File: config.mk
export PLATFORM = sky130hd
export DESIGN_NAME = memory_arbiter
export DESIGN_NICKNAME = d
export VERILOG_FILES = /design/src/rtl/memory_arbiter_pkg.sv /design/src/rtl/memory_arbiter_starve_counter.sv /design/src/rtl/memory_arbiter.sv
export SDC_FILE = /design/constraint.sdc
export NUM_CORES = 1
export LEC_CHECK = 0
export ABC_CLOCK_PERIOD_IN_PS = 4400
export CAP_MARGIN = 15
export CELL_PAD_IN_SITES_DETAIL_PLACEMENT = 0
export CELL_PAD_IN_SITES_GLOBAL_PLACEMENT = 1
export CORE_MARGIN = 3
export CORE_UTILIZATION = 23
export DETAILED_ROUTE_END_ITERATION = 10
export GPL_TIMING_DRIVEN = 0
export PLACE_DENSITY = 0.61
export SETUP_SLACK_MARGIN = 0.3
export SLEW_MARGIN = 25
export SYNTH_ARGS = -nofsm -noshare
export SYNTH_HDL_FRONTEND = slang
export SYNTH_SLANG_ARGS = --single-unit
File: constraint.sdc
create_clock -name i_clk -period 4.4 [get_ports i_clk]
set_input_delay 0.88 -clock i_clk [delete_from_list [all_inputs] [get_ports i_clk]]
set_output_delay 0.88 -clock i_clk [all_outputs]
set_load 0.05 [all_outputs]
File: src/rtl/memory_arbiter_pkg.sv
// Shared types and constants for the unified instruction/data memory arbiter.
// The CPU data bus uses RW_READ/RW_WRITE from here as well.
package memory_arbiter_pkg;

    localparam int ADDR_W = 16;
    localparam int DATA_W = 32;

    localparam logic RW_READ  = 1'b0;
    localparam logic RW_WRITE = 1'b1;

    typedef enum logic [1:0] {
        ARB_IDLE    = 2'd0,
        ARB_ACCESS  = 2'd1,
        ARB_RESPOND = 2'd2
    } arb_state_t;

    // The starvation counter needs at least one bit, even when the limit is 0.
    function automatic int starve_count_width(input int limit);
        return (limit < 1) ? 1 : $clog2(limit + 1);
    endfunction

endpackage

File: src/rtl/memory_arbiter_starve_counter.sv
// Saturating count of consecutive arbitration losses suffered by a pending fetch.
// Clear takes precedence over increment.
module starve_counter
    import memory_arbiter_pkg::*;
#(
    parameter int STARVE_LIMIT = 4
) (
    input  logic i_clk,
    input  logic i_reset_n,
    input  logic i_inc,
    input  logic i_clear,
    output logic o_at_limit
);

    localparam int              CW      = starve_count_width(STARVE_LIMIT);
    localparam logic [CW-1:0]   LIMIT   = CW'(STARVE_LIMIT);
    localparam bit              ENABLED = (STARVE_LIMIT != 0);

    logic [CW-1:0] count;

    // NOTE: sequential state uses non-blocking assignments so every flop samples pre-edge values.
    always_ff @(posedge i_clk or negedge i_reset_n) begin
        if (!i_reset_n) begin
            count <= '0;
        end else if (i_clear) begin
            count <= '0;
        end else if (i_inc && (count != LIMIT)) begin
            count <= count + CW'(1);
        end
    end

    assign o_at_limit = ENABLED && (count == LIMIT);

endmodule

File: src/rtl/memory_arbiter.sv
// Arbitrates the CPU fetch and data ports onto one single-port memory.
// Data has priority; a fetch that loses STARVE_LIMIT times in a row is forced through.
module memory_arbiter
    import memory_arbiter_pkg::*;
#(
    parameter int STARVE_LIMIT = 4
) (
    input  logic              i_clk,
    input  logic              i_reset_n,

    input  logic              i_fetch_req,
    input  logic [ADDR_W-1:0] i_fetch_address,
    output logic              o_fetch_ready,
    output logic [DATA_W-1:0] o_fetch_data,

    input  logic              i_data_req,
    input  logic [ADDR_W-1:0] i_data_address,
    input  logic              i_data_rw,
    input  logic [DATA_W-1:0] i_data_wdata,
    output logic              o_data_ready,
    output logic [DATA_W-1:0] o_data_rdata,

    output logic              o_mem_req,
    output logic [ADDR_W-1:0] o_mem_address,
    output logic              o_mem_rw,
    output logic [DATA_W-1:0] o_mem_wdata,
    input  logic              i_mem_ack,
    input  logic [DATA_W-1:0] i_mem_rdata,

    output logic [1:0]        o_debug_state,
    output logic              o_debug_grant_data
);

    arb_state_t state;
    arb_state_t state_next;
    logic       any_req;
    logic       data_wins;
    logic       at_limit;
    logic       starve_inc;
    logic       starve_clear;

    assign any_req   = i_fetch_req | i_data_req;
    assign data_wins = i_data_req & ~(i_fetch_req & at_limit);

    always_ff @(posedge i_clk or negedge i_reset_n) begin
        if (!i_reset_n) begin
            state <= ARB_IDLE;
        end else begin
            state <= state_next;
        end
    end

    // NOTE: every always_comb output gets a default first, otherwise a latch is inferred.
    always_comb begin
        state_next   = state;
        starve_inc   = 1'b0;
        starve_clear = 1'b0;
        case (state)
            ARB_IDLE: begin
                if (any_req) begin
                    state_next = ARB_ACCESS;
                end
                // A pending fetch that loses counts up; any other IDLE edge resets the streak.
                starve_inc   = i_fetch_req & data_wins;
                starve_clear = ~(i_fetch_req & data_wins);
            end
            ARB_ACCESS: begin
                if (i_mem_ack) begin
                    state_next = ARB_RESPOND;
                end
            end
            ARB_RESPOND: state_next = ARB_IDLE;
            default:     state_next = ARB_IDLE;
        endcase
    end

    starve_counter #(
        .STARVE_LIMIT (STARVE_LIMIT)
    ) u_starve_counter (
        .i_clk      (i_clk),
        .i_reset_n  (i_reset_n),
        .i_inc      (starve_inc),
        .i_clear    (starve_clear),
        .o_at_limit (at_limit)
    );

    always_ff @(posedge i_clk or negedge i_reset_n) begin
        if (!i_reset_n) begin
            o_fetch_ready      <= 1'b0;
            o_fetch_data       <= '0;
            o_data_ready       <= 1'b0;
            o_data_rdata       <= '0;
            o_mem_req          <= 1'b0;
            o_mem_address      <= '0;
            o_mem_rw           <= RW_READ;
            o_mem_wdata        <= '0;
            o_debug_grant_data <= 1'b0;
        end else begin
            o_fetch_ready <= 1'b0;
            o_data_ready  <= 1'b0;
            case (state)
                ARB_IDLE: begin
                    if (any_req) begin
                        o_debug_grant_data <= data_wins;
                        o_mem_req          <= 1'b1;
                        o_mem_address      <= data_wins ? i_data_address : i_fetch_address;
                        o_mem_rw           <= data_wins ? i_data_rw : RW_READ;
                        o_mem_wdata        <= (data_wins && (i_data_rw == RW_WRITE)) ? i_data_wdata : '0;
                    end
                end
                ARB_ACCESS: begin
                    if (i_mem_ack) begin
                        o_mem_req <= 1'b0;
                        if (o_debug_grant_data) begin
                            o_data_ready <= 1'b1;
                            o_data_rdata <= (o_mem_rw == RW_WRITE) ? '0 : i_mem_rdata;
                        end else begin
                            o_fetch_ready <= 1'b1;
                            o_fetch_data  <= i_mem_rdata;
                        end
                    end
                end
                ARB_RESPOND: begin
                end
                default: o_mem_req <= 1'b0;
            endcase
        end
    end

    assign o_debug_state = state;

endmodule

==> results of run 1 <==
-- per-stage QoR --
step | utilization | power [uW] | TNS [ns]
after floorplan | - | 4480 | 0
after global placement | 0.353 | 5880 | -306.74
after detailed placement | 0.355 | 5930 | 0
after CTS | 0.382 | 7400 | 0
after global routing | 0.382 | 7680 | 0
final | 0.382 | 7300 | 0
-- logic make-up after synthesis --
logic type / count (synthesis) / share of synthesized area
adders and majority gates: 2 / 0.00474
AOI/OAI and AO/OA: 104 / 0.129
DFF: 122 / 0.578
muxes: 33 / 0.0910
and+or+nand+nor: 148 / 0.149
buffers and inverters: 45 / 0.0486
-- metal layers --
layer  GRT usage  up-vias  routed length [um]
li1            -     2106                   -
met5           0        -                   0
met1       0.184     2167                7830
met2       0.236      174                8650
met4      0.0322        0                 225
met3      0.0404       14                1090
-- cells in the mapped netlist --
| cell type | n | area (um^2) |
|---|---|---|
| nand2_1 | 36 | 135 |
| nand4_1 | 19 | 119 |
| o21ai_0 | 56 | 280 |
| mux2_2 | 4 | 45.0 |
| nor2b_4 | 1 | 13.8 |
| buf_2 | 13 | 65.1 |
| nor4bb_1 | 1 | 10.0 |
| and2_1 | 1 | 6.26 |
| mux2_4 | 29 | 435 |
| buf_4 | 4 | 30.0 |
| o211ai_1 | 16 | 120 |
| inv_1 | 3 | 11.3 |
| ha_1 | 2 | 25.0 |
| buf_6 | 1 | 11.3 |
| nand2_2 | 1 | 6.26 |
| nand3_1 | 50 | 250 |
| nand4b_1 | 1 | 8.76 |
| nor2_1 | 2 | 7.51 |
| buf_12 | 3 | 60.1 |
| o2bb2ai_1 | 32 | 280 |
| nand2b_1 | 33 | 206 |
| or2_2 | 2 | 12.5 |
| and3b_1 | 1 | 8.76 |
| clkbuf_1 | 21 | 78.8 |
| dfrtp_1 | 122 | 3050 |
-- layout by cell type (no fill, tap or decap), drive strengths merged --
cell type and instances:
mux2 33, and3b 1, clkinv 7, nor4bb 1
or2 2, nand2b 33, bufinv 3, o21ai 56
ha 2, clkinvlp 1, dfrtp 122, nand4 19
nand2 37, o211ai 16, inv 5, nand4b 1
nand3 50, clkdlybuf4s50 219, clkbuf 40, buf 23
nor2b 1, o2bb2ai 32, nor2 2, and2 1
-- worst reg2reg max path: cells and delay by family, from the launching register on --
kind | cells | cell delay (ns)
AOI/OAI and AO/OA | 1 | 0.22
DFF | 1 | 0.39
and+or+nand+nor | 2 | 0.42
buffers and inverters | 3 | 0.63
adders and majority gates | 1 | 0.21
-- registers in the layout (all words and copies together), names as in the netlist --
signal	count
o_data_rdata	32
o_data_ready	1
o_debug_grant_data	1
o_debug_state	2
o_fetch_data	32
o_fetch_ready	1
o_mem_address	16
o_mem_req	1
o_mem_rw	1
o_mem_wdata	32
u_starve_counter.count	3
-- power breakdown --
part | switching, uW | internal [uW] | leakage (uW)
combinational | 2550 | 1430 | 0.00165
sequential | 289 | 1600 | 0.00154
clock | 535 | 897 | 0.000292
-- path summary, 6_finish.rpt --
| path | endpoint | slack [ns] | cells after the start |
|---|---|---|---|
| setup / recovery | o_mem_rw | 1.77 | 1 |
| hold / removal | o_fetch_data[18] | 0.37 | 1 |
| setup reg to reg | o_mem_wdata[24] | 2.45 | 7 |
| hold reg to reg | o_data_rdata[12] | 0.48 | 2 |
| max in group asynchronous | o_debug_grant_data | 3.30 | 2 |
| min in group i_clk | o_data_rdata[12] | 0.48 | 2 |
-- area by class of cell --
| type | instances | area, um^2 | share of cell area |
|---|---|---|---|
| Clock buffer | 19 | 433 | 0.0511 |
| Sequential cell | 122 | 3050 | 0.361 |
| Clock inverter | 13 | 169 | 0.0199 |
| Timing Repair Buffer | 221 | 2230 | 0.264 |
| Tap cell | 280 | 350 | 0.0414 |
| Buffer | 42 | 245 | 0.0290 |
| Multi-Input combinational cell | 287 | 1970 | 0.233 |
| Inverter | 3 | 11.3 | 0.00133 |
==> impl_metrics.env, run 1 <==
export IMPL_final_hold_viol_count=0
export IMPL_core_um2=22200
export IMPL_htree_levels=4
export IMPL_initial_utilization=0.238
export IMPL_drive_gt1_frac=0.127
export IMPL_syn_to_final_growth_pct=60.4
export IMPL_antenna_found_initial=0
export IMPL_grt_max_degree=74
export IMPL_required_ns=3.52
export IMPL_slew_headroom=0.617
export IMPL_grt_pass1_wl_um=27500
export IMPL_critPathBufInv=1
export IMPL_antenna_cells=0
export IMPL_crit_path_end_kind="output port"
export IMPL_syn_avg_cell_area_um2=11.6
export IMPL_period_share=0.598
export IMPL_clock_sinks=122
export IMPL_remaining_drc_errors=0
export IMPL_yosys_cell_types_count=25
export IMPL_irDropWorstVdd_mv=0.330
export IMPL_synth_cells=454
export IMPL_synth_fp_nets=558
export IMPL_setup_ws_ns=1.77
export IMPL_grt_pass1_vias=4817
export IMPL_timing_rr_start="u_starve_counter.count[0]"
export IMPL_synth_seq_cells=122
export IMPL_ant_nets=0
export IMPL_yosysSeqAreaShare=0.578
export IMPL_tritoncts="yes"
export IMPL_placed_area_um2=7870
export IMPL_die_h_um=158
export IMPL_cp_slowest_cell="clkdlybuf4s50_1"
export IMPL_critPathLaunchType="register"
export IMPL_rsz0062_at_grt="false"
export IMPL_path_max_fanout=7
export IMPL_whs_ns=0.372
export IMPL_crit_arrival_ns=1.75
export IMPL_crit_chain="clkdlybuf4s50_1"
export IMPL_crit_start="o_mem_rw"
export IMPL_drt_total_wl_um=17800
export IMPL_holdBufCountCts=0
export IMPL_status="finished clean"
export IMPL_final_max_slew_viol_count=0
export IMPL_stdcell_count=987
export IMPL_track_usage=0.142
export IMPL_leakage_uw=0.00349
export IMPL_min_path_type="input port to asynchronous set/reset pin"
export IMPL_syn_area_um2=5280
export IMPL_fill_cells=2142
export IMPL_cts_path_max_buffers=2
export IMPL_final_net_count=798
export IMPL_pre_cts_ws_ns=1.55
export IMPL_skew_ns=0.0119
export IMPL_dp_hpwl_um=13400
export IMPL_io_pins=221
export IMPL_setup_viol=0
export IMPL_dp_cells=955
export IMPL_fmax_ghz=0.380
export IMPL_final_area_um2=8470
export IMPL_clk_pin_slew_ns=0.06
export IMPL_first_iter_violations=210
export IMPL_fin_crit_ns=2.63
export IMPL_cts_made_buffers=17
export IMPL_yosysWarningCount=0
export IMPL_maxCapViolations=0
export IMPL_critical_path_max_stage_delay_ns=0.87
export IMPL_wl_per_cell_um=18.0
export IMPL_place_congestion=0.728
export IMPL_root_buffer="clkbuf_16"
export IMPL_p_per_area_nw_per_um2=862
export IMPL_dieArea_um2=24800
export IMPL_overflow=0
export IMPL_clock_latency_ns=0.41
export IMPL_vias=4461
export IMPL_std_cell_rows=54
export IMPL_tightest_slew_ns=0.573
export IMPL_crit_type="register to output port"
export IMPL_fp_dieW_um=158
export IMPL_portBuffers=220
export IMPL_cts_setup_buffers=0
export IMPL_crit_family="buffers and inverters"
export IMPL_viasPerCell=4.52
export IMPL_post_cts_resized=0
export IMPL_first_pass_iters=5
Power figures use the tool's default switching activity.
==> run 2, diff against run 1 <==
--- a/config.mk
+++ b/config.mk
@@ -5,7 +5,7 @@
 export SDC_FILE = /design/constraint.sdc
 export NUM_CORES = 1
 export LEC_CHECK = 0
-export ABC_CLOCK_PERIOD_IN_PS = 4400
+export ABC_CLOCK_PERIOD_IN_PS = 2430
 export CAP_MARGIN = 15
 export CELL_PAD_IN_SITES_DETAIL_PLACEMENT = 0
 export CELL_PAD_IN_SITES_GLOBAL_PLACEMENT = 1
==> constraint.sdc (replaced) <==
create_clock -name i_clk -period 2.43 [get_ports i_clk]
set_input_delay 0.486 -clock i_clk [delete_from_list [all_inputs] [get_ports i_clk]]
set_output_delay 0.486 -clock i_clk [all_outputs]
set_load 0.05 [all_outputs]
==> run 2 against run 1 <==
Register-to-register slack worse by 1.8 ns. Via count is 0.13% higher. Clock power is 81% higher. Largest power group unchanged.
==> impl_metrics.env, run 2 (synthesis results as in run 1) <==
export IMPL_p_seq_frac=0.259
export IMPL_syn_to_final_growth_pct=61.4
export IMPL_cts_path_max_buffers=2
export IMPL_cp_slowest_cell="clkdlybuf4s50_1"
export IMPL_io_pins=221
export IMPL_fill_cells=2141
export IMPL_grt_max_degree=74
export IMPL_status="finished clean"
export IMPL_irDropWorstVdd_mv=0.597
export IMPL_final_seq_area_um2=3050
export IMPL_p_int_uw=7080
export IMPL_track_usage=0.142
export IMPL_portBuffers=220
export IMPL_skew_ns=0.0121
export IMPL_overflow=0
export IMPL_clock_latency_ns=0.41
export IMPL_crit_type="register to output port"
export IMPL_dp_hpwl_um=13400
export IMPL_leakage_uw=0.00374
export IMPL_tightest_slew_ns=0.576
export IMPL_first_iter_violations=208
export IMPL_p_per_area_nw_per_um2=1550
export IMPL_final_area_um2=8520
export IMPL_remaining_drc_errors=0
export IMPL_vias=4467
export IMPL_total_power_uw=13200
export IMPL_critPathLaunchType="register"
export IMPL_path_max_fanout=2
export IMPL_std_cell_rows=54
export IMPL_fin_crit_ns=2.09
export IMPL_rsz0062_at_grt="false"
export IMPL_tritoncts="yes"
export IMPL_grt_pass1_vias=4822
export IMPL_stdcell_count=988
export IMPL_viasPerCell=4.52
export IMPL_antenna_found_initial=0
export IMPL_placed_area_um2=7870
export IMPL_fp_dieW_um=158
export IMPL_setup_viol=0
export IMPL_switching_share=0.463
export IMPL_drive_gt1_frac=0.129
export IMPL_initial_utilization=0.238
export IMPL_maxCapViolations=0
export IMPL_crit_family="buffers and inverters"
export IMPL_htree_levels=4
export IMPL_multiInputGateArea_um2=1980
export IMPL_final_net_count=799
export IMPL_antenna_cells=0
export IMPL_core_um2=22200
export IMPL_top_regs="o_data_rdata: 32 flops, o_fetch_data: 32 flops, o_mem_wdata: 32 flops"
export IMPL_p_clk_frac=0.197
export IMPL_crit_chain="clkdlybuf4s50_1"
export IMPL_wl_per_cell_um=18.0
export IMPL_drt_total_wl_um=17800
export IMPL_first_pass_iters=6
export IMPL_slew_headroom=0.615
export IMPL_final_hold_viol_count=0
export IMPL_crit_arrival_ns=1.60
export IMPL_fmax_ghz=0.479
export IMPL_p_comb_frac=0.545
export IMPL_ant_nets=0
export IMPL_crit_path_end_kind="output port"
export IMPL_critPathBufInv=1
export IMPL_layout_commonest_cell="clkdlybuf4s50_1"
export IMPL_final_cell_mix="clkdlybuf4s50_1 (197), dfrtp_1 (122), o21ai_0 (56)"
export IMPL_clock_sinks=122
export IMPL_final_max_slew_viol_count=0
export IMPL_root_buffer="clkbuf_16"
export IMPL_clk_pin_slew_ns=0.06
export IMPL_grt_pass1_wl_um=27500
export IMPL_dp_cells=955
export IMPL_min_path_type="register to register"
export IMPL_cts_made_buffers=17
export IMPL_dieArea_um2=24800
export IMPL_critical_path_max_stage_delay_ns=0.82
export IMPL_die_h_um=158
export IMPL_switchingPower_uw=6100
export IMPL_period_share=0.859
export IMPL_required_ns=1.94
export IMPL_place_congestion=0.728
[run 2: repair_timing]
item / in CTS / in global routing
hold buffers: 1 / 0
cloned: 0 / 0
hold endpoints to repair: 37 / 0
pin swaps: 0 / 0
setup buffers: 0 / 0
setup endpoints to repair: 4 / 25
gates resized for setup: 4 / 19
[run 2: worst paths after layout]
check / from / end / slack [ns] / cells after the start
max: o_mem_wdata[10] / o_mem_wdata[10] / 0.34 / 1
max in group asynchronous: i_reset_n / o_debug_grant_data / 1.11 / 3
min in group asynchronous: i_reset_n / o_fetch_data[18] / 0.58 / 2
min reg2reg: o_data_rdata[5] / o_data_rdata[5] / 0.47 / 2
min: o_data_rdata[5] / o_data_rdata[5] / 0.47 / 2
max reg2reg: u_starve_counter.count[0] / o_mem_wdata[24] / 0.61 / 7
[run 2: routing by layer]
metal | track usage | vias to the layer above | share of wire
met5 | 0 | - | 0
met4 | 0.0322 | 0 | 0.013
met3 | 0.0404 | 14 | 0.060
met2 | 0.236 | 168 | 0.48
met1 | 0.185 | 2168 | 0.44
li1 | - | 2117 | -
[run 2: layout make-up]
cell class / count / share of cell area
Sequential cell: 122 / 0.358
Inverter: 3 / 0.00132
Clock buffer: 19 / 0.0508
Multi-Input combinational cell: 287 / 0.232
Timing Repair Buffer: 222 / 0.268
Clock inverter: 13 / 0.0198
Buffer: 42 / 0.0288
Tap cell: 280 / 0.0411
[run 2: stage by stage]
| stage | setup slack [ns] | utilization | hold slack [ns] | TNS [ns] |
|---|---|---|---|---|
| 6_report | 0.343 | 0.385 | 0.471 | 0 |
| 4_1_cts | 0.311 | 0.382 | 0.482 | 0 |
| 3_3_place_gp | -4.10 | 0.353 | 0.463 | -499.01 |
| 3_5_place_dp | -0.0214 | 0.355 | 0.423 | -0.0265 |
| 5_1_grt | 0.301 | 0.385 | 0.504 | 0 |
| 2_1_floorplan | 0.691 | - | 0.190 | 0 |
[run 2: power groups by stage]
stage	combinational [uW]	clock [uW]	sequential (uW)
after floorplan	1780	0	6320
after global placement	7220	0	3430
after detailed placement	7290	0	3460
after CTS	7280	2660	3430
after global routing	7580	2750	3530
final	7180	2590	3410
